**src/rtl/fetch_tlb_pkg.sv**
```systemverilog
// Shared types and default configuration for the pipelined fetch TLB.
// Provides the entry record, default widths and the replacement-pointer index type.
package fetch_tlb_pkg;

    function automatic int unsigned idx_width(int unsigned n);
        return (n > 1) ? $clog2(n) : 1;
    endfunction

    localparam int unsigned NUM_ENTRIES_DEF = 8;
    localparam int unsigned VPN_W_DEF       = 20;
    localparam int unsigned PFN_W_DEF       = 3;
    localparam int unsigned LIMIT_W_DEF     = 20;
    localparam int unsigned LINE_OFF_W_DEF  = 5;
    localparam int unsigned PTR_W_DEF       = idx_width(NUM_ENTRIES_DEF);

    typedef logic [PTR_W_DEF-1:0] ptr_t;

    typedef struct packed {
        logic                 valid;
        logic                 present;
        logic [VPN_W_DEF-1:0] vpn;
        logic [PFN_W_DEF-1:0] pfn;
    } tlb_entry_t;

endpackage

```
**src/rtl/fetch_tlb_match.sv**
```systemverilog
// Fully-associative VPN compare with lowest-index priority encode.
// Used both for the lookup hit and for fill-in-place detection.
module fetch_tlb_match
    import fetch_tlb_pkg::*;
#(
    parameter int unsigned NUM_ENTRIES = NUM_ENTRIES_DEF,
    parameter int unsigned VPN_W       = VPN_W_DEF,
    parameter int unsigned IDX_W       = idx_width(NUM_ENTRIES)
) (
    input  logic [NUM_ENTRIES-1:0]            i_valid,
    input  logic [NUM_ENTRIES-1:0][VPN_W-1:0] i_vpn_tab,
    input  logic [VPN_W-1:0]                  i_vpn,
    output logic                              o_hit,
    output logic [IDX_W-1:0]                  o_idx
);

    // Scan downwards so the lowest matching index is the last one written.
    always_comb begin
        o_hit = 1'b0;
        o_idx = '0;
        for (int i = int'(NUM_ENTRIES) - 1; i >= 0; i--) begin
            if (i_valid[i] && (i_vpn_tab[i] == i_vpn)) begin
                o_hit = 1'b1;
                o_idx = IDX_W'(i);
            end
        end
    end

endmodule

```
**src/rtl/fetch_tlb_pipelined.sv**
```systemverilog
// Registered fetch-stage TLB: fill/invalidate/flush table plus 1-cycle lookup with fault checks.
// Optional hit/miss counters are built when FETCH_TLB_PERF_CNT_EN is defined.
module fetch_tlb_pipelined
    import fetch_tlb_pkg::*;
#(
    parameter int unsigned NUM_ENTRIES = NUM_ENTRIES_DEF,
    parameter int unsigned VPN_W       = VPN_W_DEF,
    parameter int unsigned PFN_W       = PFN_W_DEF,
    parameter int unsigned LIMIT_W     = LIMIT_W_DEF,
    parameter int unsigned LINE_OFF_W  = LINE_OFF_W_DEF
) (
    input  logic               clk,
    input  logic               rst_n,
    input  logic               lu_req,
    input  logic [31:0]        lu_vaddr,
    input  logic [LIMIT_W-1:0] lu_cs_limit,
    input  logic               lu_stall,
    output logic               lu_valid,
    output logic [PFN_W-1:0]   lu_pfn,
    output logic               lu_page_fault,
    output logic               lu_prot_exp,
    input  logic               fill_req,
    input  logic [VPN_W-1:0]   fill_vpn,
    input  logic [PFN_W-1:0]   fill_pfn,
    input  logic               fill_present,
    input  logic               inv_req,
    input  logic [VPN_W-1:0]   inv_vpn,
    input  logic               flush
`ifdef FETCH_TLB_PERF_CNT_EN
    ,
    output logic [31:0]        perf_hits,
    output logic [31:0]        perf_misses
`endif
);

    localparam int unsigned IDX_W     = idx_width(NUM_ENTRIES);
    localparam logic [31:0] LINE_MASK = 32'((64'd1 << LINE_OFF_W) - 64'd1);

    logic [NUM_ENTRIES-1:0]            r_valid, w_valid_d;
    logic [NUM_ENTRIES-1:0]            r_present, w_present_d;
    logic [NUM_ENTRIES-1:0][VPN_W-1:0] r_vpn, w_vpn_d;
    logic [NUM_ENTRIES-1:0][PFN_W-1:0] r_pfn, w_pfn_d;
    logic [IDX_W-1:0]                  r_ptr, w_ptr_d;

    logic               r_lu_valid;
    logic [PFN_W-1:0]   r_lu_pfn;
    logic               r_lu_pf;
    logic               r_lu_pe;

    logic               w_lu_hit;
    logic [IDX_W-1:0]   w_lu_idx;
    logic               w_fill_hit;
    logic [IDX_W-1:0]   w_fill_idx;
    logic [NUM_ENTRIES-1:0] w_inv_vec;
    logic               w_free_any;
    logic [IDX_W-1:0]   w_free_idx;
    logic [IDX_W-1:0]   w_wr_idx;
    logic [31:0]        w_line_end;
    logic [31:0]        w_limit_ext;

    fetch_tlb_match #(
        .NUM_ENTRIES (NUM_ENTRIES),
        .VPN_W       (VPN_W),
        .IDX_W       (IDX_W)
    ) u_lu_match (
        .i_valid   (r_valid & r_present),
        .i_vpn_tab (r_vpn),
        .i_vpn     (lu_vaddr[31 -: VPN_W]),
        .o_hit     (w_lu_hit),
        .o_idx     (w_lu_idx)
    );

    fetch_tlb_match #(
        .NUM_ENTRIES (NUM_ENTRIES),
        .VPN_W       (VPN_W),
        .IDX_W       (IDX_W)
    ) u_fill_match (
        .i_valid   (r_valid),
        .i_vpn_tab (r_vpn),
        .i_vpn     (fill_vpn),
        .o_hit     (w_fill_hit),
        .o_idx     (w_fill_idx)
    );

    always_comb begin
        w_inv_vec  = '0;
        w_free_any = 1'b0;
        w_free_idx = '0;
        for (int i = int'(NUM_ENTRIES) - 1; i >= 0; i--) begin
            w_inv_vec[i] = (r_vpn[i] == inv_vpn);
            if (!r_valid[i]) begin
                w_free_any = 1'b1;
                w_free_idx = IDX_W'(i);
            end
        end
    end

    // Fill target: in-place match, else lowest free slot, else round-robin pointer.
    always_comb begin
        w_valid_d   = r_valid;
        w_present_d = r_present;
        w_vpn_d     = r_vpn;
        w_pfn_d     = r_pfn;
        w_ptr_d     = r_ptr;
        w_wr_idx    = r_ptr;
        if (w_fill_hit) begin
            w_wr_idx = w_fill_idx;
        end else if (w_free_any) begin
            w_wr_idx = w_free_idx;
        end
        if (flush) begin
            w_valid_d = '0;
            w_ptr_d   = '0;
        end else begin
            if (inv_req) begin
                w_valid_d = r_valid & ~w_inv_vec;
            end
            if (fill_req) begin
                w_valid_d[w_wr_idx]   = 1'b1;
                w_present_d[w_wr_idx] = fill_present;
                w_vpn_d[w_wr_idx]     = fill_vpn;
                w_pfn_d[w_wr_idx]     = fill_pfn;
                if (!w_fill_hit && !w_free_any) begin
                    w_ptr_d = (r_ptr == IDX_W'(NUM_ENTRIES - 1)) ? '0 : r_ptr + IDX_W'(1);
                end
            end
        end
    end

    always_ff @(posedge clk) begin
        if (!rst_n) begin
            r_valid   <= '0;
            r_present <= '0;
            r_vpn     <= '0;
            r_pfn     <= '0;
            r_ptr     <= '0;
        end else begin
            r_valid   <= w_valid_d;
            r_present <= w_present_d;
            r_vpn     <= w_vpn_d;
            r_pfn     <= w_pfn_d;
            r_ptr     <= w_ptr_d;
        end
    end

    assign w_line_end  = lu_vaddr | LINE_MASK;
    assign w_limit_ext = 32'(lu_cs_limit);

    always_ff @(posedge clk) begin
        if (!rst_n) begin
            r_lu_valid <= 1'b0;
            r_lu_pfn   <= '0;
            r_lu_pf    <= 1'b0;
            r_lu_pe    <= 1'b0;
        end else if (!lu_stall) begin
            r_lu_valid <= lu_req;
            r_lu_pfn   <= w_lu_hit ? r_pfn[w_lu_idx] : '0;
            r_lu_pf    <= lu_req & ~w_lu_hit;
            r_lu_pe    <= lu_req & (w_line_end > w_limit_ext);
        end
    end

    assign lu_valid      = r_lu_valid;
    assign lu_pfn        = r_lu_pfn;
    assign lu_page_fault = r_lu_pf;
    assign lu_prot_exp   = r_lu_pe;

`ifdef FETCH_TLB_PERF_CNT_EN
    logic [31:0] r_perf_hits;
    logic [31:0] r_perf_misses;

    // Counters saturate and survive flush; only reset clears them.
    always_ff @(posedge clk) begin
        if (!rst_n) begin
            r_perf_hits   <= '0;
            r_perf_misses <= '0;
        end else if (lu_req && !lu_stall) begin
            if (w_lu_hit) begin
                if (r_perf_hits != 32'hFFFF_FFFF) begin
                    r_perf_hits <= r_perf_hits + 32'd1;
                end
            end else if (r_perf_misses != 32'hFFFF_FFFF) begin
                r_perf_misses <= r_perf_misses + 32'd1;
            end
        end
    end

    assign perf_hits   = r_perf_hits;
    assign perf_misses = r_perf_misses;
`endif

endmodule

```
**config.mk**
```make
export PLATFORM = sky130hd
export DESIGN_NAME = fetch_tlb_pipelined
export DESIGN_NICKNAME = d
export VERILOG_FILES = /design/src/rtl/fetch_tlb_pkg.sv /design/src/rtl/fetch_tlb_match.sv /design/src/rtl/fetch_tlb_pipelined.sv
export SDC_FILE = /design/constraint.sdc
export NUM_CORES = 1
export LEC_CHECK = 0
export BUFFER_PORTS_ARGS = -buffer_cell sky130_fd_sc_hd__buf_2
export CAP_MARGIN = 5
export CORE_UTILIZATION = 55
export DETAILED_ROUTE_END_ITERATION = 8
export HOLD_SLACK_MARGIN = 0.08
export PLACE_DENSITY_LB_ADDON = 0.1
export RECOVER_POWER = 100
export SLEW_MARGIN = 10
export SYNTH_ARGS = -nofsm -noshare
export SYNTH_HDL_FRONTEND = slang
export SYNTH_HIERARCHICAL = 1
export SYNTH_SLANG_ARGS = --single-unit
```
**constraint.sdc**
```tcl
create_clock -name clk -period 3.1 [get_ports clk]
set_input_delay 0.31 -clock clk [delete_from_list [all_inputs] [get_ports clk]]
set_output_delay 0.31 -clock clk [all_outputs]
set_load 0.01 [all_outputs]
```
### Yosys cells after proc, flatten, opt, wreduce, memory -nomap -nowiden

Index checks and enable logic that the tools add are counted.
Widths: inputs -> output; s select.

* mux-type cells: 66
* shift-type cells: 0
* div/mod/pow operators: 0
* bitwise gates (word level): 9
* eq/ne operators: 25
* multiply operators: 0
* add/sub/neg operators: 1
* reduce and logical (&&, ||, !) cells: 23
* $lt $le $gt $ge: 4

Operators by type and width (number)
* $eq 20x20->1: 24
* $bwmux 160: 1
* $mux 3: 30
* $demux 20 s3: 1
* $gt 32x20->1: 1
* $mux 1: 25
* $bwmux 24: 1
* $mux 8: 3
* $mux 20: 1
* $logic_and 1x1->1: 18
* $and 8x8->8: 2
* $bmux 3 s3: 1
* $demux 3 s3: 1
* $bwmux 8: 1
* $lt 3x4->1 const B: 2
* $not 8->8: 1
* $or 8x8->8: 1
* $reduce_and 2->1: 2
* $add 3x1->3 const B: 1
* $demux 1 s3: 1
* $eq 3x3->1 const B: 1
* $ge 3x1->1 const B: 1
* $not 1->1: 3
* $and 1x1->1: 2
* 2 further kinds: 3

* logic and storage cells: 151
* input bits: 103
* bits in registers: 209
* latch bits: 0
* bits in writable memories: 0
* memory bits (read-only): 0
* memories kept: 0
* output and inout port bits: 6

### Logic depth before layout (Yosys ltp)

* word-level depth: 17
* depth in mapped cells: 15
* mapped depth without buffers: 11

### By module

Netlist, hierarchy kept.

Modules (own cells, without submodules)
* fetch_tlb_pipelined: sequential area each 4184.0 um^2, cells each 1067, times used 1, area an instance 10318.6 um^2
* fetch_tlb_match: sequential area each 0.0 um^2, cells each 250, times used 2, area an instance 2003.2 um^2

### Worst setup path before layout

Ideal clock, no wire load.

* path type: in2reg
* from: in fill_vpn[3]
* to: reg r_pfn[0] (netlist name)
* required time: 3027 ps
* setup time: 73 ps
* path buffers: 4
* cell stages on the path: 15
* data arrival time: 2804 ps
* setup slack: 224 ps
* path through: buf_2 > xnor2_1 > nand4_1 > nor4_1 > nand4_1 > nand4_1 > or2_1 > buf_2 > inv_1 > o211a_1 > nor3b_2 > nor3b_1 > buf_4 > buf_6 > mux2i_1

* cells in the longest elaborated chain, start to end: 16
* elaborated cells between the ends (all ways): 39
* those cells by class: order compare (2); eq/ne (8); mux (20); reduce/logical (9)

RTL lines
* start: declaration: RTL line fetch_tlb_pipelined.sv:23 `input logic [VPN_W-1:0] fill_vpn,`
* $eq 20x20->1: RTL line fetch_tlb_match.sv:22 `if (i_valid[i] && (i_vpn_tab[i] == i_vpn)) begin`
* $logic_and 1x1->1: RTL line fetch_tlb_match.sv:22
* $mux 1 (7 in series): RTL line fetch_tlb_match.sv:22
* $mux 1 *: RTL line fetch_tlb_match.sv:22
* via w_fill_hit: RTL line fetch_tlb_pipelined.sv:52 `logic w_fill_hit;`
* $mux 3 *: RTL line fetch_tlb_pipelined.sv:106 `if (w_fill_hit) begin`
* $lt 3x4->1 (not written as such) or $ge 3x1->1 (tied branches): RTL line fetch_tlb_pipelined.sv:122 `w_pfn_d[w_wr_idx] = fill_pfn;`
* $logic_and 1x1->1 (not written as such): RTL line fetch_tlb_pipelined.sv:122
* $mux 3 (not written as such): RTL line fetch_tlb_pipelined.sv:122
* $demux 3 s3 *: RTL line fetch_tlb_pipelined.sv:122
* $bwmux 24 *: RTL line fetch_tlb_pipelined.sv:122
* end signal: assignment: RTL line fetch_tlb_pipelined.sv:141 `r_pfn <= w_pfn_d;`
* end: declaration: RTL line fetch_tlb_pipelined.sv:42 `logic [NUM_ENTRIES-1:0][PFN_W-1:0] r_pfn, w_pfn_d;`

Mark *: on every way through the listed nets, which the timed path passes. The rest lies on a longest branch.
A chain may end at the register's enable or synchronous reset.

### Worst setup path in the final report

* from: reg r_vpn[72] (netlist name)
* to: reg r_vpn[48] (netlist name)

* cells in the longest elaborated chain, start to end: 12
* elaborated cells between the ends (all ways): 17
* those cells by class: order compare (2); eq/ne (1); mux (12); reduce/logical (2)

RTL lines
* start: declaration: RTL line fetch_tlb_pipelined.sv:41 `logic [NUM_ENTRIES-1:0][VPN_W-1:0] r_vpn, w_vpn_d;`
* start signal: assignment: RTL line fetch_tlb_pipelined.sv:140 `r_vpn <= w_vpn_d;`
* $eq 20x20->1 *: RTL line fetch_tlb_match.sv:22
* $logic_and 1x1->1 *: RTL line fetch_tlb_match.sv:22
* $mux 1 * (4 in series): RTL line fetch_tlb_match.sv:22
* via w_fill_hit: RTL line fetch_tlb_pipelined.sv:52
* $mux 3 *: RTL line fetch_tlb_pipelined.sv:106
* $lt 3x4->1 (not written as such) or $ge 3x1->1 (tied branches): RTL line fetch_tlb_pipelined.sv:121 `w_vpn_d[w_wr_idx] = fill_vpn;`
* $logic_and 1x1->1 (not written as such): RTL line fetch_tlb_pipelined.sv:121
* $mux 20 (not written as such): RTL line fetch_tlb_pipelined.sv:121
* $demux 20 s3 *: RTL line fetch_tlb_pipelined.sv:121
* $bwmux 160 *: RTL line fetch_tlb_pipelined.sv:121

Marks and branches as above.

==> results.json <==
{
  "combinationalPowerShare": 0.177,
  "setup_violations": 121,
  "synth_edf_count": 0,
  "synth_async_sr_flop_share": 0,
  "ios": 109,
  "ff2ff_setup_slack_ns": -0.14,
  "grt_max_degree": 62,
  "syn2layout_area_growth_pct": 29.98,
  "synth_top_cell_by_area": "dfxtp_1",
  "clkPwrFrac": 0.432,
  "syn_avg_cell_area_um2": 9.142,
  "route.vias.total": 13862,
  "drive_above_1_share": 0.2751,
  "p_int_mw": 4.947,
  "placed_cells": 2194,
  "antenna_found_initial": 1,
  "maxCapViolations": 0,
  "r2r_cells": 15,
  "clock_sinks": 209,
  "start_util": 0.5640,
  "remaining_drc_errors": 0,
  "final_period_minus_worst_setup_slack_ns": 3.242,
  "fp.dieW_um": 163.4,
  "ctsLongestPathBuffers": 3,
  "die_area_um2": 26690,
  "synth.distinct_cells": 53,
  "hold_viol_final": 0,
  "clk_latency_ns": 0.55,
  "sequentialPowerShare": 0.392,
  "track_usage": 0.4581,
  "cts-root-buf": "clkbuf_16",
  "core_area_um2": 25400,
  "crit_arrival_ns": 3.62,
  "hold_class": "in2reg",
  "yosysTopAreaCellShare": 0.2921,
  "cp_max_fo": 6,
  "synth-seq-cells": 209,
  "yosysSeqAreaShare": 0.2921,
  "synth_flop_cell": "dfxtp_1",
  "cp_data_required_time_ns": 3.48,
  "die_y_um": 163.4,
  "num_rows": 58,
  "ir_drop_mv": 0.5443,
  "fin_skew_ns": 0.02374,
  "status": "complete, but fails checks",
  "post_drt_wl_per_cell_um": 28.21,
  "syn_inst": 1567,
  "synth.most_common_cell": "xnor2_1",
  "path_cells": "xnor2_2 > nand4_1 > nor4_4 > buf_4 > nand4_1 > nand4_1 > or2_4 > inv_2 > o211a_1 > nor3b_2 > buf_4 > nand3b_1 > buf_6 > buf_12 > mux2i_1",
  "hold_slack_ns": 0.1217,
  "grt_overflow": 0,
  "worstSetupStartpointType": "register",
  "layout_setup_ws_ns": -0.1416,
  "via_per_inst": 6.131,
  "synth_area_leaders": "dfxtp_1 29%, xnor2_1 22%, mux2i_1 14%",
  "worstMarginPinSlew_ns": 0.8878,
  "cts_made_buffers": 25,
  "cellPowerDensity_nw_per_um2": 375.1,
  "path_common_cell": "nand4_1",
  "synth_nets": 1687,
  "htreeDepth": 1,
  "syn_area_um2": 14320,
  "crit_end": "r_vpn[48]",
  "dpl.hpwl_um": 47190,
  "critical_path_class": "reg2reg",
  "globalplace.congestion": 1.162,
  "yosysWarnings": 6,
  "wirelength_um": 63770,
  "critPathCaptureType": "register",
  "finalMaxSlewViolations": 0,
  "rsz0062_at_grt": "yes",
  "port_buffers": 103,
  "drt_iter0_drc": 1661,
  "r2r-end": "r_vpn[48]",
  "dp_slack_ns": -0.6060,
  "slew_headroom": 0.4027,
  "synthTopCellsByCount": "358 x xnor2_1, 240 x nand2_1, 209 x dfxtp_1, 197 x mux2i_1, 120 x xor2_1",
  "worstSetupStartpoint": "r_vpn[72]",
  "clk_pin_slew_ns": 0.07,
  "final_nets": 2033,
  "leakage_nw": 8.191,
  "grt_pass1_vias": 12939,
  "p_sw_mw": 2.037,
  "swShare": 0.2916,
  "grt_pass1_wl_um": 86910,
  "timing.fmax_mhz": 308.5,
  "max_stage_delay_ns": 0.33,
  "violations": "negative setup slack",
  "crit_slowest_cell": "dfxtp_2",
  "ant_nets": 0,
  "r2r_start": "r_vpn[72]",
  "cts_tree": "yes",
  "drt_pass1_iterations": 9,
  "fin_crit_sh": 1.046,
  "fin_cells": 2261
}
[stage by stage]
step	total power [mW]	setup TNS (ns)	area [um2]	util
2_1_floorplan	3.428	0	14330	-
3_3_place_gp	3.928	-92.90	17170	0.6761
3_5_place_dp	3.935	-99.60	17170	0.6761
4_1_cts	6.893	0	18090	0.7124
5_1_grt	7.112	-11.59	18620	0.7330
6_report	6.984	-5.259	18620	0.7331
[state kept, by name, indices dropped and copies added (netlist names)]
signal / count
r_ptr: 3
r_pfn: 24
lu_prot_exp: 1
r_present: 8
r_valid: 8
lu_valid: 1
lu_pfn: 3
r_vpn: 160
lu_page_fault: 1
[logic make-up after synthesis]
| group | count (synthesis) | synth area share |
|---|---|---|
| AO/OA/AOI/OAI | 46 | 0.02350 |
| XOR/XNOR | 480 | 0.2945 |
| adder cells (fa/ha/maj) | 17 | 0.01485 |
| buffers and inverters | 131 | 0.05581 |
| flip-flops | 209 | 0.2921 |
| multiplexers | 203 | 0.1471 |
| AND/OR/NAND/NOR | 481 | 0.1722 |
[worst max-delay path: cells and delay by family (launching register included)]
kind / cells / cell delay (ns)
AND/OR/NAND/NOR: 7 / 1.49
XOR/XNOR: 1 / 0.22
AO/OA/AOI/OAI: 1 / 0.15
multiplexers: 1 / 0.13
flip-flops: 1 / 0.33
buffers and inverters: 5 / 0.74
[metal layers]
metal  global-route usage  vias up  part of all wire
li1                     -     6021                 -
met4               0.2825        2             0.077
met2               0.7001      962              0.42
met5                    0        -           0.00020
met3              0.09980      286              0.12
met1               0.5857     6591              0.38
[timing repair]
item / CTS / global route
setup endpoints to repair: 203 / 188
buffers inserted: 3 / 10
hold buffers: 0 / 0
pin swaps: 6 / 24
resized for setup: 15 / 56
hold endpoints to repair: 0 / 0
gates cloned: 1 / 10
[cells in the final DEF, fill, tap and decap left out, types with 4 or more instances in the layout]
cell type and instances:
xnor2_1 350, buf_4 274, nand2_1 239, dfxtp_1 203, mux2i_1 196, xor2_1 120
buf_2 102, nand4_1 100, nor4_1 41, clkbuf_16 33, buf_12 31, nand3_1 27
inv_1 21, ha_1 17, and2_1 13, buf_6 13, nor4_2 13, nor2b_1 9
xnor2_2 8, nor2_1 6, a21oi_1 6, mux4_2 6, o2bb2ai_1 6, o21ai_0 6
clkinv_2 6, nand2b_1 5, o21ai_1 5, dfxtp_2 5, a31oi_1 4, clkbuf_8 4
[worst min-delay path by stage]
stage / start / endpoint / slack (ns) / depth (start not counted)
2_1_floorplan: r_present[0] / r_present[0] / 0.43 / 2
3_3_place_gp: r_present[4] / r_present[4] / 0.44 / 2
3_5_place_dp: r_present[0] / r_present[0] / 0.45 / 2
4_1_cts: flush / r_ptr[2] / 0.12 / 3
5_1_grt: flush / r_ptr[2] / 0.14 / 3
6_report: flush / r_ptr[2] / 0.12 / 3
[layout make-up]
cell class / instances / area (um2)
diodes: 1 / 2.502
clock buffers: 31 / 688.2
clock inverters: 13 / 130.1
fillers: 1989 / 6780
inverters: 22 / 82.58
multi-input cells: 1227 / 9574
flip-flops and latches: 209 / 4194
well taps: 330 / 412.9
repair buffers: 428 / 3535
[power by group through the flow]
stage | combinational [mW] | clock [mW] | sequential [mW]
detailed placement | 1.14 | 0 | 2.79
global placement | 1.14 | 0 | 2.79
global route | 1.26 | 3.12 | 2.74
floorplan | 0.631 | 0 | 2.80
CTS | 1.15 | 3.01 | 2.73
finish | 1.23 | 3.02 | 2.73
Power figures use the tool's default switching activity.
